--- config.mk ---
export PLATFORM = sky130hd
export DESIGN_NAME = tile_sprite_streamer
export DESIGN_NICKNAME = d
export VERILOG_FILES = /design/src/rtl/tile_sprite_streamer.sv
export SDC_FILE = /design/constraint.sdc
export NUM_CORES = 1
export LEC_CHECK = 0
export ABC_AREA = 1
export CORE_UTILIZATION = 40
export DETAILED_ROUTE_END_ITERATION = 10
export DONT_BUFFER_PORTS = 1
export PLACE_DENSITY = 0.53
export SYNTH_ARGS = -nofsm -noshare
export SYNTH_HDL_FRONTEND = slang
export SYNTH_SLANG_ARGS = --single-unit
--- constraint.sdc ---
create_clock -name clk -period 1.6 [get_ports clk]
set_clock_uncertainty 0.1 [all_clocks]
set_input_delay 0.08 -clock clk [delete_from_list [all_inputs] [get_ports clk]]
set_output_delay 0.08 -clock clk [all_outputs]
set_load 0.02 [all_outputs]
--- src/rtl/tile_sprite_streamer.sv ---
// Tile sprite row streamer: holds rule-generated tile bitmaps and streams one
// requested row per request, one pixel per beat, with optional mirror/2x scale.
module tile_sprite_streamer #(
    parameter int TILE_W    = 32,
    parameter int TILE_H    = 16,
    parameter int N_TILES   = 4,
    parameter int TILE_BITS = (N_TILES > 1) ? $clog2(N_TILES) : 1,
    parameter int ROW_BITS  = (TILE_H > 1) ? $clog2(TILE_H) : 1
) (
    input  logic                 clk,
    input  logic                 rst,
    input  logic                 req_valid,
    output logic                 req_ready,
    input  logic [TILE_BITS-1:0] req_tile,
    input  logic [ROW_BITS-1:0]  req_row,
    input  logic                 req_mirror,
    input  logic                 req_scale2,
    output logic                 px_valid,
    input  logic                 px_ready,
    output logic                 px_out,
    output logic                 px_last,
    output logic                 busy
);

    localparam int IW = $clog2(TILE_W);
    localparam int CW = $clog2(2 * TILE_W) + 1;

    localparam logic [1:0] ST_IDLE   = 2'd0;
    localparam logic [1:0] ST_FETCH  = 2'd1;
    localparam logic [1:0] ST_STREAM = 2'd2;

    localparam logic [IW-1:0] LAST_COL     = IW'(TILE_W - 1);
    localparam logic [CW-1:0] LAST_BEAT_1X = CW'(TILE_W - 1);
    localparam logic [CW-1:0] LAST_BEAT_2X = CW'(2 * TILE_W - 1);

    logic [1:0]           state_q,  state_d;
    logic [TILE_BITS-1:0] tile_q,   tile_d;
    logic [ROW_BITS-1:0]  row_q,    row_d;
    logic                 mirror_q, mirror_d;
    logic                 scale2_q, scale2_d;
    logic [TILE_W-1:0]    line_q,   line_d;
    logic [CW-1:0]        beat_q,   beat_d;

    logic [TILE_W-1:0]    line_rule;
    int unsigned          tile_i;
    int unsigned          row_i;
    logic [IW-1:0]        pix_idx;
    logic [IW-1:0]        bit_idx;
    logic                 at_last;

    // Sprite ROM: line for the captured tile/row, column 0 in the MSB
    always_comb begin
        line_rule = '0;
        tile_i    = 32'(tile_q);
        row_i     = 32'(row_q);
        if (row_i < TILE_H) begin
            for (int unsigned c = 0; c < TILE_W; c++) begin
                case (tile_i)
                    0:       line_rule[TILE_W-1-c] = 1'b1;
                    2:       line_rule[TILE_W-1-c] = (c == row_i) || (c == TILE_W - 1 - row_i);
                    3:       line_rule[TILE_W-1-c] = (c == 0) || (c == TILE_W - 1) ||
                                                     (row_i == 0) || (row_i == TILE_H - 1);
                    default: line_rule[TILE_W-1-c] = 1'b0;
                endcase
            end
        end
    end

    // Beat to line-bit mapping; mirrored column TILE_W-1-p lands on bit p
    always_comb begin
        pix_idx = scale2_q ? beat_q[IW:1] : beat_q[IW-1:0];
        bit_idx = mirror_q ? pix_idx : LAST_COL - pix_idx;
        at_last = (beat_q == (scale2_q ? LAST_BEAT_2X : LAST_BEAT_1X));
    end

    // Outputs decoded purely from registered state, so they hold during stalls
    always_comb begin
        req_ready = (state_q == ST_IDLE);
        busy      = (state_q != ST_IDLE);
        px_valid  = (state_q == ST_STREAM);
        px_out    = px_valid & line_q[bit_idx];
        px_last   = px_valid & at_last;
    end

    // FSM next state: capture request, load line, then stream beats
    always_comb begin
        state_d  = state_q;
        tile_d   = tile_q;
        row_d    = row_q;
        mirror_d = mirror_q;
        scale2_d = scale2_q;
        line_d   = line_q;
        beat_d   = beat_q;
        case (state_q)
            ST_IDLE: begin
                if (req_valid) begin
                    tile_d   = req_tile;
                    row_d    = req_row;
                    mirror_d = req_mirror;
                    scale2_d = req_scale2;
                    state_d  = ST_FETCH;
                end
            end
            ST_FETCH: begin
                line_d  = line_rule;
                beat_d  = '0;
                state_d = ST_STREAM;
            end
            ST_STREAM: begin
                if (px_ready) begin
                    if (at_last) begin
                        state_d = ST_IDLE;
                    end else begin
                        beat_d = beat_q + 1'b1;
                    end
                end
            end
            default: state_d = ST_IDLE;
        endcase
    end

    // State registers with asynchronous reset discarding any partial row
    always_ff @(posedge clk or posedge rst) begin
        if (rst) begin
            state_q  <= ST_IDLE;
            tile_q   <= '0;
            row_q    <= '0;
            mirror_q <= 1'b0;
            scale2_q <= 1'b0;
            line_q   <= '0;
            beat_q   <= '0;
        end else begin
            state_q  <= state_d;
            tile_q   <= tile_d;
            row_q    <= row_d;
            mirror_q <= mirror_d;
            scale2_q <= scale2_d;
            line_q   <= line_d;
            beat_q   <= beat_d;
        end
    end

endmodule

# Yosys cells after proc, flatten, opt, wreduce, memory -nomap -nowiden
# Cells that the tools add are included.
[op_classes]
reduce_logical = 27
add_sub_neg = 3
n_bitwise = 2
eq_ne = 56
n_lt_le_gt_ge = 1
n_mux = 44
[ops]
columns = ["operator", "count"]
rows = [
  ["equality test 5 x 32 -> 1 bit, first input constant", 16],
  ["equality test 4 x 32 -> 1 bit, first input constant", 8],
  ["equality test 3 x 32 -> 1 bit, first input constant", 4],
  ["case mux 1 bit (3 select lines)", 30],
  ["equality test 2 x 32 -> 1 bit, first input constant", 2],
  ["equality test 1 x 32 -> 1 bit, first input constant", 1],
  ["equality test 4 bit, first input constant", 8],
  ["logical NOT 32 bit", 1],
  ["logical OR 1 bit", 17],
  ["equality test 3 x 4 -> 1 bit, first input constant", 4],
  ["two-way mux 7 bit", 2],
  ["case mux 7 bit (2 select lines)", 1],
  ["two-way mux 5 bit", 2],
  ["equality test 2 x 4 -> 1 bit, first input constant", 2],
  ["adder 7 x 1 -> 7 bit, second input constant", 1],
  ["equality test 7 x 6 -> 1 bit", 1],
  ["equality test 2 bit, second input constant", 3],
  ["less-than comparator 5 x 6 -> 1 bit, second input constant", 1],
  ["two-way mux 2 bit", 3],
  ["two-way mux 6 bit", 1],
  ["case mux 2 bit (3 select lines)", 1],
  ["AND reduction 3 bit", 2],
  ["subtractor 5 x 4 -> 6 bit, first input constant", 1],
  ["binary-select mux 1 bit (select 5 bit)", 1],
  ["other kinds (14)", 20],
]
[totals]
inputBits = 12
ff_bits = 49

# Longest topological paths before layout
# Gate-level depths: netlist (run 1).
[depth]
ltp_word = 6
mapped_depth = 13
mapped_depth_nobuf = 13

# Least setup slack after synthesis (run 1)
# No wires, ideal clock.
[synth_path]
path_kind = "register to register"
from = "register state_q[0]"
to = "register beat_q[2]"
arrival_ns = 1.758
path_stages_with_launch = 11
setup_ns = 0.077
slack_ns = -0.335
synth_period_minus_slack_ns = 1.935
path_buffers = 0
cell_sequence = "dfrtp_1 -> inv_1 -> ha_1 -> inv_1 -> o21ai_0 -> nor2_4 -> inv_4 -> nor2_1 -> inv_2 -> o21ai_1 -> a21oi_1"
[synth_via]
elab_chain_len = 3
elab_cells_between_ends = 7
[synth_lines]
columns = ["element", "line", "rtl"]
rows = [
  ["start: declaration", "36", "logic [1:0] state_q, state_d;"],
  ["start signal: assignment", "133", "state_q <= state_d;"],
  ["equality test 2 bit (*)", "--", ""],
  ["net px_valid", "18", "output logic px_valid,"],
  ["!= test 2 bit (no source line) (tied with other cells)", "--", ""],
  ["AND reduction 3 bit (no source line)", "--", ""],
  ["end signal: assignment", "139", "beat_q <= beat_d;"],
  ["end: declaration", "42", "logic [CW-1:0] beat_q, beat_d;"],
]
# The timed path passes the listed nets; every way through them passes the cells marked *.
# A chain may end at the register's enable or synchronous reset.

# Final worst setup path (run 1)
[layout_path]
from = "register scale2_q"
to = "output px_out"
[layout_via]
elab_chain_len = 6
[layout_lines]
columns = ["element", "line", "rtl"]
rows = [
  ["start: declaration", "40", "logic scale2_q, scale2_d;"],
  ["start signal: assignment", "137", "scale2_q <= scale2_d;"],
  ["two-way mux 5 bit (*)", "71", "pix_idx = scale2_q ? beat_q[IW:1] : beat_q[IW-1:0];"],
  ["subtractor 5 bit", "72", "bit_idx = mirror_q ? pix_idx : LAST_COL - pix_idx;"],
  ["two-way mux 5 bit (*)", "72", ""],
  ["binary-select mux 1 bit (select 5 bit) (*)", "81", "px_out = px_valid & line_q[bit_idx];"],
  ["two-way mux 1 bit (not written as such) (*)", "81", ""],
  ["AND 1 bit (*)", "81", ""],
  ["end: declaration", "20", "output logic px_out,"],
]
# Mark *: on every way between the ends. The rest lies on a longest branch, timed or not. The select of a mux whose other input is x is not followed.

==> results list, run 1 <==
* Slowest Stage Delay on Critical Path: 470 ps
- The library cells used most frequently in the layout, excluding fill and tap cells, are 44 x sky130_fd_sc_hd__nand2_1, 44 x sky130_fd_sc_hd__buf_4, 30 x sky130_fd_sc_hd__nor2_1, 30 x sky130_fd_sc_hd__dfrtp_1, 28 x sky130_fd_sc_hd__nand3_1.
- The share of the Yosys chip area taken by registers is 0.3691.
* Cell Pwr Density: 2264 mW/mm2
- Synthesis produced a netlist with a net count of 320.
- For hold timing, the worst endpoint is state_q[0].
- The synthesized netlist contains 33 unique library cells.
- Worst setup path startpoint: scale2_q
- Flops & latches, synth: 33
- For the worst setup path, the data required time is 1420 ps.
- In this run the standard cell core region covers 0.005238 mm2.
- Standby leakage power: 1.507 nW
- After synthesis, the share of flip-flops with an asynchronous set or reset is 1.000.
- Residual DRC count: 0
- After detailed routing, the total wire length is 6114 um.
- The worst register-to-register path ends at beat_q[2].
- Per-instance average area after synthesis: 7.482 um2
- For this run the aggregate overflow at the end of global routing stands at 0.
* First-iteration detailed-routing DRC count: 162
* Setup-failing EPs final: 11
- Final non-filler cell area: 0.003401 mm2
- Number of instances in the synthesized netlist: 299
* Syn. warnings: 0
* Relative slew margins: 0.7097
- Violated checks: setup timing
- Data arrives at the worst endpoint at 1910 ps.
* Post-detail-place hpwl: 3890 um
* Worst Path Max Fanout: 6
- During placement, the flow inserted port buffers numbering 0.
- In the routed layout, each cell is associated on average with a via count of 5.148.
- RePlAce Congestion: 0.9118
- 0 antenna diodes ended up in the layout.
- Clock slew seen by the registers of the worst setup and hold paths: 70 ps
* Latest clock arrival within the worst-skew pair: 280 ps
* Initial antenna violation count: 0
* Number of buffers inserted during clock tree synthesis: 5
- Worst Setup Start Kind: flip-flop
- The largest total area in the synthesized netlist belongs to sky130_fd_sc_hd__dfrtp_1.
* Share of the clock period used by the worst path after layout: 1.306
- Measured along the x axis, the die boundary spans 76.79 um.
* Fin worst setup slack: -489.7 ps
* Fraction of power consumed by sequential logic: 0.213
- The share of total power dissipated in combinational logic is 0.680.
- Area share of the largest cell type after synthesis: 0.3691
* Tightest Pin Transition: 435.5 ps
- In the final layout, the share of cells above drive strength 1 is 0.4065.
- Minimum clock period after layout: 2090 ps
* Max-slew violation count: 0
* Most frequent cell on the critical path: sky130_fd_sc_hd__nand3_1
- Flip-flop cell with the highest count after synthesis: sky130_fd_sc_hd__dfrtp_1
- In this run the cell area of the synthesized design comes to 0.002237 mm2.
* Hold violation total from the final report: 0
* Cell types occupying the most area after synthesis: sky130_fd_sc_hd__dfrtp_1 37%, sky130_fd_sc_hd__nand3_1 9.8%, sky130_fd_sc_hd__nand2_1 9.6%
- TritonCTS clock tree: built
- CTS H-tree lvls: 2
- Worst hold path cell count: 4
* NumNets Final: 389
- The synthesized design contains 0 enable-type register cells.
* RSZ-0062 raised after global routing: yes
- The die covers 0.005896 mm2.
- NetSw: 0.003622 W
* Max clock buf depth: 2
- After floorplanning, the core was divided into 26 placement rows.
* Global-route usage over all layers: 0.2000
* Wire length of the first global-routing pass: 9356 um
- Status: finished, violations left
- Count of TritonRoute iterations in the first routing pass: 4
* Top cell family by delay on the critical path: simple AND/OR/NAND/NOR gates
* Number of ports placed on the die boundary: 17
* Die Y-Extent: 76.79 um
- The tool flagged a number of max-cap violations equal to 0.
* Pin count of the biggest net entering global routing: 34
- The worst register-to-register path has a depth of 11.
* Flop2flop setup slack: -270 ps
* Endpoint type of the worst setup path: output pin
* Achievable Freq: 478.5 MHz
* Worst hold start: px_ready
* Hold WC Path Type: primary input to flip-flop
- Antenna viol nets, final: 0
- Switching Share: 0.4704
- TritonCTS sink count: 33
- The root buffer cell chosen for the clock tree is sky130_fd_sc_hd__clkbuf_8.
- Vias: 2260
- Crit path buf inv count: 2
- The placed instances occupy a cell area of 0.002645 mm2.
- For this configuration, the core starts out at a cell density of 0.4271.
- Of the total power, the clock network draws 0.107.
- Wire length per cell after detailed routing: 13.93 um
* Post-Place Setup Slack: -221.0 ps
- Number of global-route vias before repair: 2009
* Worst path cell trace: buf_12 > nand2_8 > nand3_4 > buf_6 > nand2_4 > nand2_1 > nand3_1 > nand3_1 > nand3_1 > a21oi_2 > nor2_4
* Type of the setup path with the least slack: flip-flop to output pin
- The area growth from synthesis to layout is 52.01%.
- Across the VDD grid, the largest voltage drop is 0.001332 V.
- Internal power: 0.004078 W
- Reg-to-reg critical path startpoint: scale2_q
- Critical-path cell with the highest stage delay: sky130_fd_sc_hd__dfrtp_2
[through the flow]
step | utilization | hold WS, ps | instances | total power [W] | setup TNS, ps
4_1_cts | 0.5717 | 18.67 | 427 | 0.006540 | -2577
5_1_grt | 0.6493 | 108.2 | 439 | 0.008308 | -4045
2_1_floorplan | - | 108.9 | 299 | 0.004309 | -516.1
3_5_place_dp | 0.5050 | -2.993 | 401 | 0.005431 | -2482
3_3_place_gp | 0.5050 | -5.727 | 401 | 0.005424 | -2270
6_report | 0.6493 | 65.36 | 439 | 0.007700 | -2643
[layout make-up]
type | count | area [um2]
Timing Repair Buffer | 71 | 651.9
Clock buffer | 7 | 86.33
Multi-Input combinational cell | 231 | 1607
Tap cell | 70 | 87.58
Sequential cell | 33 | 829.5
Fill cell | 449 | 1837
Inverter | 26 | 108.9
Clock inverter | 1 | 30.03
[power groups by stage]
stage | Combinational (W) | Sequential, W | Clock, W
2_1_floorplan | 0.00285 | 0.00146 | 0
3_3_place_gp | 0.00385 | 0.00157 | 0
3_5_place_dp | 0.00385 | 0.00158 | 0
4_1_cts | 0.00413 | 0.00157 | 0.000843
5_1_grt | 0.00575 | 0.00168 | 0.000870
6_report | 0.00524 | 0.00164 | 0.000827
[state kept, by name (all words and copies together), names as in the netlist]
register  count
line_q       16
beat_q        7
row_q         4
state_q       2
tile_q        2
mirror_q      1
scale2_q      1
[Yosys cell counts, types with 2 or more instances]
cell type and instances:
sky130_fd_sc_hd__nand3_1 44, sky130_fd_sc_hd__buf_6 4, sky130_fd_sc_hd__buf_2 2, sky130_fd_sc_hd__nand3_2 4
sky130_fd_sc_hd__clkbuf_1 5, sky130_fd_sc_hd__nor2_4 2, sky130_fd_sc_hd__o21ai_1 3, sky130_fd_sc_hd__dfrtp_1 33
sky130_fd_sc_hd__inv_1 16, sky130_fd_sc_hd__nand2_2 6, sky130_fd_sc_hd__nand2_4 2, sky130_fd_sc_hd__o21ai_0 22
sky130_fd_sc_hd__xor2_1 2, sky130_fd_sc_hd__inv_2 8, sky130_fd_sc_hd__nand2_1 57, sky130_fd_sc_hd__nand3_4 2
sky130_fd_sc_hd__a21oi_1 30, sky130_fd_sc_hd__ha_1 9, sky130_fd_sc_hd__nor2_1 34
[metal layers]
metal,wire length (um),vias to the layer above,share of wire,track usage
met5,0,-,0,0
met4,78,0,0.013,0.06923
met3,215,6,0.035,0.03690
met2,2896,52,0.47,0.3054
met1,2924,1068,0.48,0.2820
li1,-,1134,-,-
[worst register-to-register path: cells and delay by family (launching register included)]
kind / cells / cell delay (ps)
flops: 1 / 470
compound gates: 2 / 190
simple gates: 4 / 390
xor+xnor: 1 / 170
buf+inv: 4 / 480
[worst max-delay path by stage]
| stage | end | slack, ps | cells after the start |
|---|---|---|---|
| floorplan | beat_q[5] | -90 | 10 |
| global placement | px_out | -200 | 12 |
| detailed placement | px_out | -220 | 12 |
| CTS | px_out | -460 | 8 |
| global route | px_out | -570 | 12 |
| finish | px_out | -490 | 11 |
[what timing repair did]
item                                    in CTS  in global routing
buffers inserted                             8                  9
cloned                                       0                  3
endpoints found under the setup margin      25                 26
gates resized for setup                     17                 69
hold buffers                                10                  1
hold endpoints to repair                    43                  2
pin swaps                                    3                 27
[logic make-up (layout without fill, tap and decap cells)]
| group | after synthesis | after routing | share of synthesized area |
|---|---|---|---|
| mux | 1 | 1 | 0.005033 |
| simple gates | 155 | 157 | 0.3367 |
| flops | 33 | 33 | 0.3691 |
| compound gates | 60 | 60 | 0.1415 |
| buf+inv | 37 | 105 | 0.07830 |
| xor+xnor | 4 | 4 | 0.01902 |
| fa+ha+maj | 9 | 9 | 0.05034 |
(Power assumes the default switching activity.)
==> run 2: changes to the inputs <==
Settings changed: CORE_MARGIN set to 2, REMOVE_ABC_BUFFERS set to 1.
==> results list, run 2 (same netlist as run 1, synthesis figures left out) <==
* Status: finished, violations left
- Violated checks: setup timing
- The weighted congestion at the end of routability-driven global placement was 0.8976 (-1.6%).
- The part of the total power dissipated in the clock network is 0.086 (-0.021).
- Total Wirelength: 5894 um (-3.6%)
- The number of CTS-inserted buffers came to 5 (unchanged).
* Worst Path Max Fanout: 7 (+1)
- Number of ports placed on the die boundary: 17 (unchanged)
- The signal arrival time at the worst endpoint came to 1950 ps (+40 ps).
* Fraction of the core area covered by cells at the end of the flow: 0.5979 (-0.05142)
- The post-route fraction of the period consumed by the critical path came to 1.330 (+0.02393).
- The total DRC errors in the routed layout came to 0 (unchanged).
* CP Data Required Time: 1420 ps (about the same)
* Pin count of the biggest net entering global routing: 34 (unchanged)
- The final net count was 387 (-0.51%).
* Type of the setup path with the least slack: flip-flop to output pin
- Setup repair after global routing could not meet its margin everywhere.
- Counting flops per register, the top entry is line_q.
* Total chip power: 0.007209 W (-6.4%)
- Wire length of the first global-routing pass: 9273 um (-0.89%)
* Die Y-Extent: 78.79 um (+2.6%)
- The ratio of total power to cell area was 2217 mW/mm2 (-2.1%).
- Clock tree root driver cell: sky130_fd_sc_hd__clkbuf_8
- Tracing the worst setup path back leads to its startpoint at scale2_q.
- The total congestion overflow is 0 (unchanged).
- The clock sink count came to 33 (unchanged).
- The switching power share of the total was 0.4855 (+0.01508).
* Standby leakage power: 1.482 nW (-1.6%)
- The post-detailed-route via-to-cell ratio came to 5.093 (-1.1%).
- The internal reg-to-reg setup slack is -230 ps (+40 ps).
* Number of maximum-capacitance violations: 0 (unchanged)
- The maximum level of the CTS H-tree came to 2 (unchanged).
- The core outline area is 0.005439 mm2 (+3.8%).
- N_diodes: 0 (unchanged)
- First-iteration detailed-routing DRC count: 124 (-23%)
* Most common cell after layout, fill and taps aside: sky130_fd_sc_hd__nand2_1
* Largest register FFs: 16 (unchanged)
- Hold violation total from the final report: 0 (unchanged)
* Post-detail-place hpwl: 3956 um (+1.7%)
- Floorplan die area: 0.006207 mm2 (+5.3%)
- Setup-failing EPs final: 11 (unchanged)
* Fraction of power consumed by sequential logic: 0.228 (+0.015)
- Worst hold start: req_valid
- Relative slew margins: 0.7097 (about the same)
- Max clock buf depth: 2 (unchanged)
- The total negative slack is -2180 ps (+463.6 ps).
- Max-slew violation count: 0 (unchanged)
- Post-Place Setup Slack: -249.0 ps (-28.03 ps)
* Minimum clock period after layout: 2128 ps (+38.29 ps)
- Achievable Freq: 469.9 MHz (-1.8%)
- The post-placement cell count came to 407 (+1.5%).
- Largest registers in the final layout: line_q x16, beat_q x7, row_q x4
* Endpoint type of the worst setup path: output pin
* Initial antenna violation count: 0 (unchanged)
- FP Rows: 27 (+3.8%)
- Clock slew seen by the registers of the worst setup and hold paths: 70 ps (about the same)
- Number of global-route vias before repair: 2070 (+3.0%)
- The number of nets with antenna violations after detailed routing was 0 (unchanged).
- The worst supply voltage drop on vdd was 0.001128 V (-15%).
- Hold WC Path Type: primary input to flip-flop
- Vias: 2236 (-1.1%)
* Combinational fraction of design power: 0.686 (+0.006)
- Most frequent cells in the layout: 47 x sky130_fd_sc_hd__nand2_1, 46 x sky130_fd_sc_hd__buf_4, 32 x sky130_fd_sc_hd__nor2_1
* Initial cell density of the core: 0.4113 (-0.01582)
* Width of the chip: 78.79 um (+2.6%)
- The count of TritonRoute iterations in the first routing pass came to 4 (unchanged).
* Worst Setup Start Kind: flip-flop
* TritonCTS clock tree: built
* Growth of design area from synthesis to finish: 45.36%
* Latest clock arrival within the worst-skew pair: 290 ps (about the same)
* Count of buffers from port buffering: 0 (unchanged)
* Wire length per cell after detailed routing: 13.43 um (-3.6%)
- The overall global routing resource usage is 0.1917 (-0.008273).
- The worst setup margin is -528.0 ps (-38.29 ps).
- NetSw: 0.003500 W (-3.4%)
- Tightest Pin Transition: 435.4 ps (-0.1068 ps)
* Share of cells above drive strength 1: 0.3896 (-0.01686)
- The non-filler instance count after layout is 439 (unchanged).
- Internal power: 0.003709 W (-9.0%)
- Reg-to-reg critical path startpoint: beat_q[1]
## run 2: cell types whose count changed in the layout (fill, tap and decap cells not counted), sizes merged
cell,delta
bufinv,-1
dlygate4sd3,-1
clkinv,+2
clkinvlp,+1
clkbuf,-3
## run 2: critical path, stage by stage (launching register included)
cell and delay [ps]:
sky130_fd_sc_hd__dfrtp_2 480, sky130_fd_sc_hd__buf_6 150, sky130_fd_sc_hd__nand2_4 70, sky130_fd_sc_hd__nand3_4 120, sky130_fd_sc_hd__nand2_8 140, sky130_fd_sc_hd__nand2_1 80
sky130_fd_sc_hd__nand3_2 70, sky130_fd_sc_hd__nand3_2 60, sky130_fd_sc_hd__nand3_1 80, sky130_fd_sc_hd__nand2_1 50, sky130_fd_sc_hd__nand2_1 50, sky130_fd_sc_hd__nand2_1 50
sky130_fd_sc_hd__nor2_1 100, sky130_fd_sc_hd__buf_4 140
## run 2: final timing paths
| path | endpoint | cells after the start |
|---|---|---|
| max in group asynchronous | beat_q[0] | 3 |
| min reg2reg | line_q[20] | 2 |
| max reg2reg | beat_q[5] | 12 |
| max | px_out | 13 |
| min in group asynchronous | state_q[0] | 3 |
| min | row_q[0] | 2 |
## run 2: per-stage QoR
| step | cell area, um2 | hold WS, ps |
|---|---|---|
| 5_1_grt | 3252 | 10.70 |
| 3_3_place_gp | 2606 | -1.283 |
| 2_1_floorplan | 2163 | 108.9 |
| 4_1_cts | 2967 | 2.585 |
| 3_5_place_dp | 2606 | -4.367 |
| 6_report | 3252 | 4.423 |
## run 2: final cells by class
class	count	area [um2]
inverters	26	106.4
flip-flops and latches	33	829.5
clock buffers	5	68.82
multi-input cells	231	1539
clock inverters	3	17.52
repair buffers	69	600.6
well taps	72	90.09
fillers	498	2187
## run 2: timing repair
| item | CTS | global route |
|---|---|---|
| setup endpoints to repair | 26 | 26 |
| hold buffers | 10 | 0 |
| pin swaps | 10 | 27 |
| setup buffers | 4 | 8 |
| gates cloned | 0 | 2 |
| resized for setup | 37 | 47 |
| endpoints found under the hold margin | 43 | 0 |
## run 2: routing by layer
| layer | track usage | vias to the layer above | part of all wire |
|---|---|---|---|
| met3 | 0.03068 | 12 | 0.041 |
| li1 | - | 1133 | - |
| met1 | 0.2645 | 1039 | 0.45 |
| met2 | 0.3017 | 52 | 0.48 |
| met5 | 0 | - | 0 |
| met4 | 0.07544 | 0 | 0.022 |
## run 2: power by group through the flow
stage / sequential (W) / clock [W] / combinational (W)
after detailed placement: 0.00158 / 0 / 0.00372
after CTS: 0.00158 / 0.000647 / 0.00409
after floorplan: 0.00154 / 0 / 0.00244
final: 0.00164 / 0.000623 / 0.00495
after global placement: 0.00157 / 0 / 0.00372
after global routing: 0.00170 / 0.000687 / 0.00545
==> run 3: changes to the inputs <==
Settings changed: CORE_UTILIZATION 40 to 57, PLACE_DENSITY 0.53 to 0.72.
==> results list, run 3 (same netlist as run 1, synthesis figures left out) <==
- The height of the die came to 66.65 um (-15%).
- The clock network latency to the later pin of the worst-skew pair came to 290 ps (about the same).
* RSZ-0062 raised after global routing: yes
- The die area was 0.004442 mm2 (-28%).
* Remaining Overflow, GRT: 0 (unchanged)
- The largest fanout on the critical path is 4 (-3).
- The total power of the final layout is 0.007592 W (+5.3%).
- The post-route fraction of the period consumed by the critical path came to 1.426 (+0.09629).
- Fraction of the core area covered by cells at the end of the flow: 0.8535 (+0.2557)
- Most frequent cells in the layout: 51 x sky130_fd_sc_hd__nand2_1, 41 x sky130_fd_sc_hd__buf_4, 30 x sky130_fd_sc_hd__nand3_1
- Worst hold start: px_ready
- Number of non-filler instances in the completed layout: 410 (-6.6%)
- The worst-case headroom to the max-slew limit came to 0.7008 (-0.008915).
- Worst path cell trace: inv_2 > nand2_2 > nand3_4 > buf_4 > nand3_1 > nand3_1 > nand3_2 > nand3_2 > nand2_1 > nand2_1 > nand2_1 > nor2_1 > buf_4
- TritonCTS sink count: 33 (unchanged)
- Fin worst setup slack: -682.1 ps (-154.1 ps)
- FP Rows: 22 (-19%)
- Post-DR vias/cell: 6.476 (+27%)
* Most frequent cell on the critical path: sky130_fd_sc_hd__nand2_1
- The core outline area came to 0.003716 mm2 (-32%).
- The final reports fail on setup timing.
- The largest registers in the layout are line_q x16, beat_q x7, row_q x4.
- The maximum level of the CTS H-tree came to 2 (unchanged).
- Achievable Freq: 438.2 MHz (-6.8%)
- The cell sitting at the root of the clock tree is a sky130_fd_sc_hd__clkbuf_8.
- Total Wirelength: 8752 um (+48%)
- The worst hold slack across all endpoints came to 160.9 ps (+156.5 ps).
* NumNets Final: 382 (-1.3%)
* Number of global-route vias before repair: 2123 (+2.6%)
- Hold WC Path Type: primary input to flip-flop
- Tightest Pin Transition: 448.7 ps (+13.37 ps)
* CP Data Required Time: 1420 ps (about the same)
- For this design, the slowest cell found on the critical path is sky130_fd_sc_hd__dfrtp_2.
- The signal arrival time at the worst endpoint was 2100 ps (+150 ps).
- First-iteration detailed-routing DRC count: 421 (+240%)
* Most common cell after layout, fill and taps aside: sky130_fd_sc_hd__nand2_1
- Pin count of the biggest net entering global routing: 34 (unchanged)
- The effective utilization at floorplan was 0.6020 (+0.1907).
- Endpoint type of the worst setup path: output pin
- The number of placed I/O pins is 17 (unchanged).
* Antenna viol nets, final: 0 (unchanged)
* Worst setup path startpoint: beat_q[0]
- Worst Setup Start Kind: flip-flop
- The HPWL after detailed placement came to 3721 um (-5.9%).
* Initial antenna violation count: 0 (unchanged)
- The routed length per placed instance was 21.35 um (+59%).
- Number of buffers inserted during clock tree synthesis: 5 (unchanged)
- The final critical path time including I/O delays and setup is 2282 ps (+154.1 ps).
* Hold violation total from the final report: 0 (unchanged)
* Vias: 2655 (+19%)
- The number of antenna diodes came to 0 (unchanged).
* Crit path buf inv count: 3 (+1)
* Clock slew seen by the registers of the worst setup and hold paths: 70 ps (about the same)
- Max clock buf depth: 2 (unchanged)
- The overall global routing resource usage was 0.3086 (+0.1169).
* Worst VDD drop: 0.001609 V (+43%)
* Type of the setup path with the least slack: flip-flop to output pin
* RePlAce Congestion: 0.9861 (+9.9%)
- Wire length of the first global-routing pass: 10110 um (+9.0%)
- TritonCTS built the clock tree.
- Post-detailed-placement cell area: 0.002524 mm2 (-3.2%)
* Reg-to-reg critical path startpoint: beat_q[0]
- Slowest Stage Delay on Critical Path: 460 ps (-20 ps)
* Flop2flop setup slack: -440 ps (-210 ps)
- The kind of cell with the highest combined delay along the critical path is simple AND/OR/NAND/NOR gates.
- Residual DRC count: 0 (unchanged)
* Growth of design area from synthesis to finish: 41.78%
- The ratio of total power to cell area is 2394 mW/mm2 (+8.0%).
- The final count of negative-setup-slack endpoints came to 16 (+5).
* Max-slew violation count: 0 (unchanged)
* Status: finished, violations left
- Count of buffers from port buffering: 0 (unchanged)
- Count of TritonRoute iterations in the first routing pass: 6 (+2)
- The fraction of final layout cells with drive strength greater than 1 came to 0.3840 (-0.005668).
- The number of max-cap violations is 0 (unchanged).
* Largest register by flop count: line_q
- Standby leakage power: 1.414 nW (-4.6%)
* Largest register FFs: 16 (unchanged)
- Placed Cells: 376 (-7.6%)
- Final non-filler cell area: 0.003172 mm2 (-2.5%)
- The die width came to 66.65 um (-15%).
-- run 3: changes by cell type in the layout (fill, tap and decap cells not counted), moves of 4 or more --
| cell | previous run | this run |
|---|---|---|
| sky130_fd_sc_hd__buf_4 | 46 | 41 |
| sky130_fd_sc_hd__nand2_2 | 8 | 12 |
| sky130_fd_sc_hd__nand2_1 | 47 | 51 |
| sky130_fd_sc_hd__o21ai_1 | 10 | 6 |
| sky130_fd_sc_hd__nand3_2 | 21 | 14 |
| sky130_fd_sc_hd__nand2_4 | 10 | 3 |
| sky130_fd_sc_hd__nand3_1 | 23 | 30 |
-- run 3: repair_timing --
item | 4_1_cts | 5_1_grt
buffers inserted | 7 | 6
setup endpoints to repair | 26 | 30
hold endpoints to repair | 43 | 0
hold buffers | 10 | 0
resized for setup | 16 | 65
pin swaps | 13 | 19
gates cloned | 0 | 3
-- run 3: metrics by stage --
step / setup slack [ps] / TNS [ps]
final: -682.1 / -4443
after floorplan: -378.0 / -7983
after detailed placement: -258.8 / -2984
after global routing: -751.8 / -5602
after global placement: -186.2 / -1780
after CTS: -471.2 / -2274
-- run 3: final timing paths --
path	end	depth (start not counted)
max	px_out	13
min	state_q[0]	4
max reg2reg	beat_q[6]	13
min reg2reg	line_q[27]	2
min in group asynchronous	line_q[0]	3
max in group asynchronous	beat_q[1]	3
-- run 3: layer usage --
layer / track usage / routed length [um] / share of wire / up-vias
met5: 0 / 0 / 0 / -
li1: - / - / - / 1115
met1: 0.4017 / 3025 / 0.35 / 1226
met3: 0.05912 / 775 / 0.089 / 89
met2: 0.5013 / 4143 / 0.47 / 225
met4: 0.1301 / 808 / 0.092 / 0
-- run 3: worst min-delay path: stages --
cell                      delay, ps
sky130_fd_sc_hd__nor2_1          60
sky130_fd_sc_hd__a21oi_4        130
sky130_fd_sc_hd__o21ai_4        100
sky130_fd_sc_hd__a21oi_2        140
-- run 3: area by class of cell --
class	instances	area, um2
clock buffer	5	68.82
clock inverter	3	17.52
fill	175	544.3
inverter	26	106.4
multi-input combinational	232	1545
sequential	33	830.8
tap	48	60.06
timing repair buffer	63	543.0
-- run 3: report_power, final --
| group | total [W] | internal, W | switching, W | leakage, nW |
|---|---|---|---|---|
| Clock | 0.000641 | 0.000300 | 0.000340 | 0.0439 |
| Combinational | 0.00526 | 0.00209 | 0.00317 | 0.978 |
| Sequential | 0.00169 | 0.00121 | 0.000480 | 0.393 |
| Total | 0.00759 | 0.00360 | 0.00399 | 1.41 |
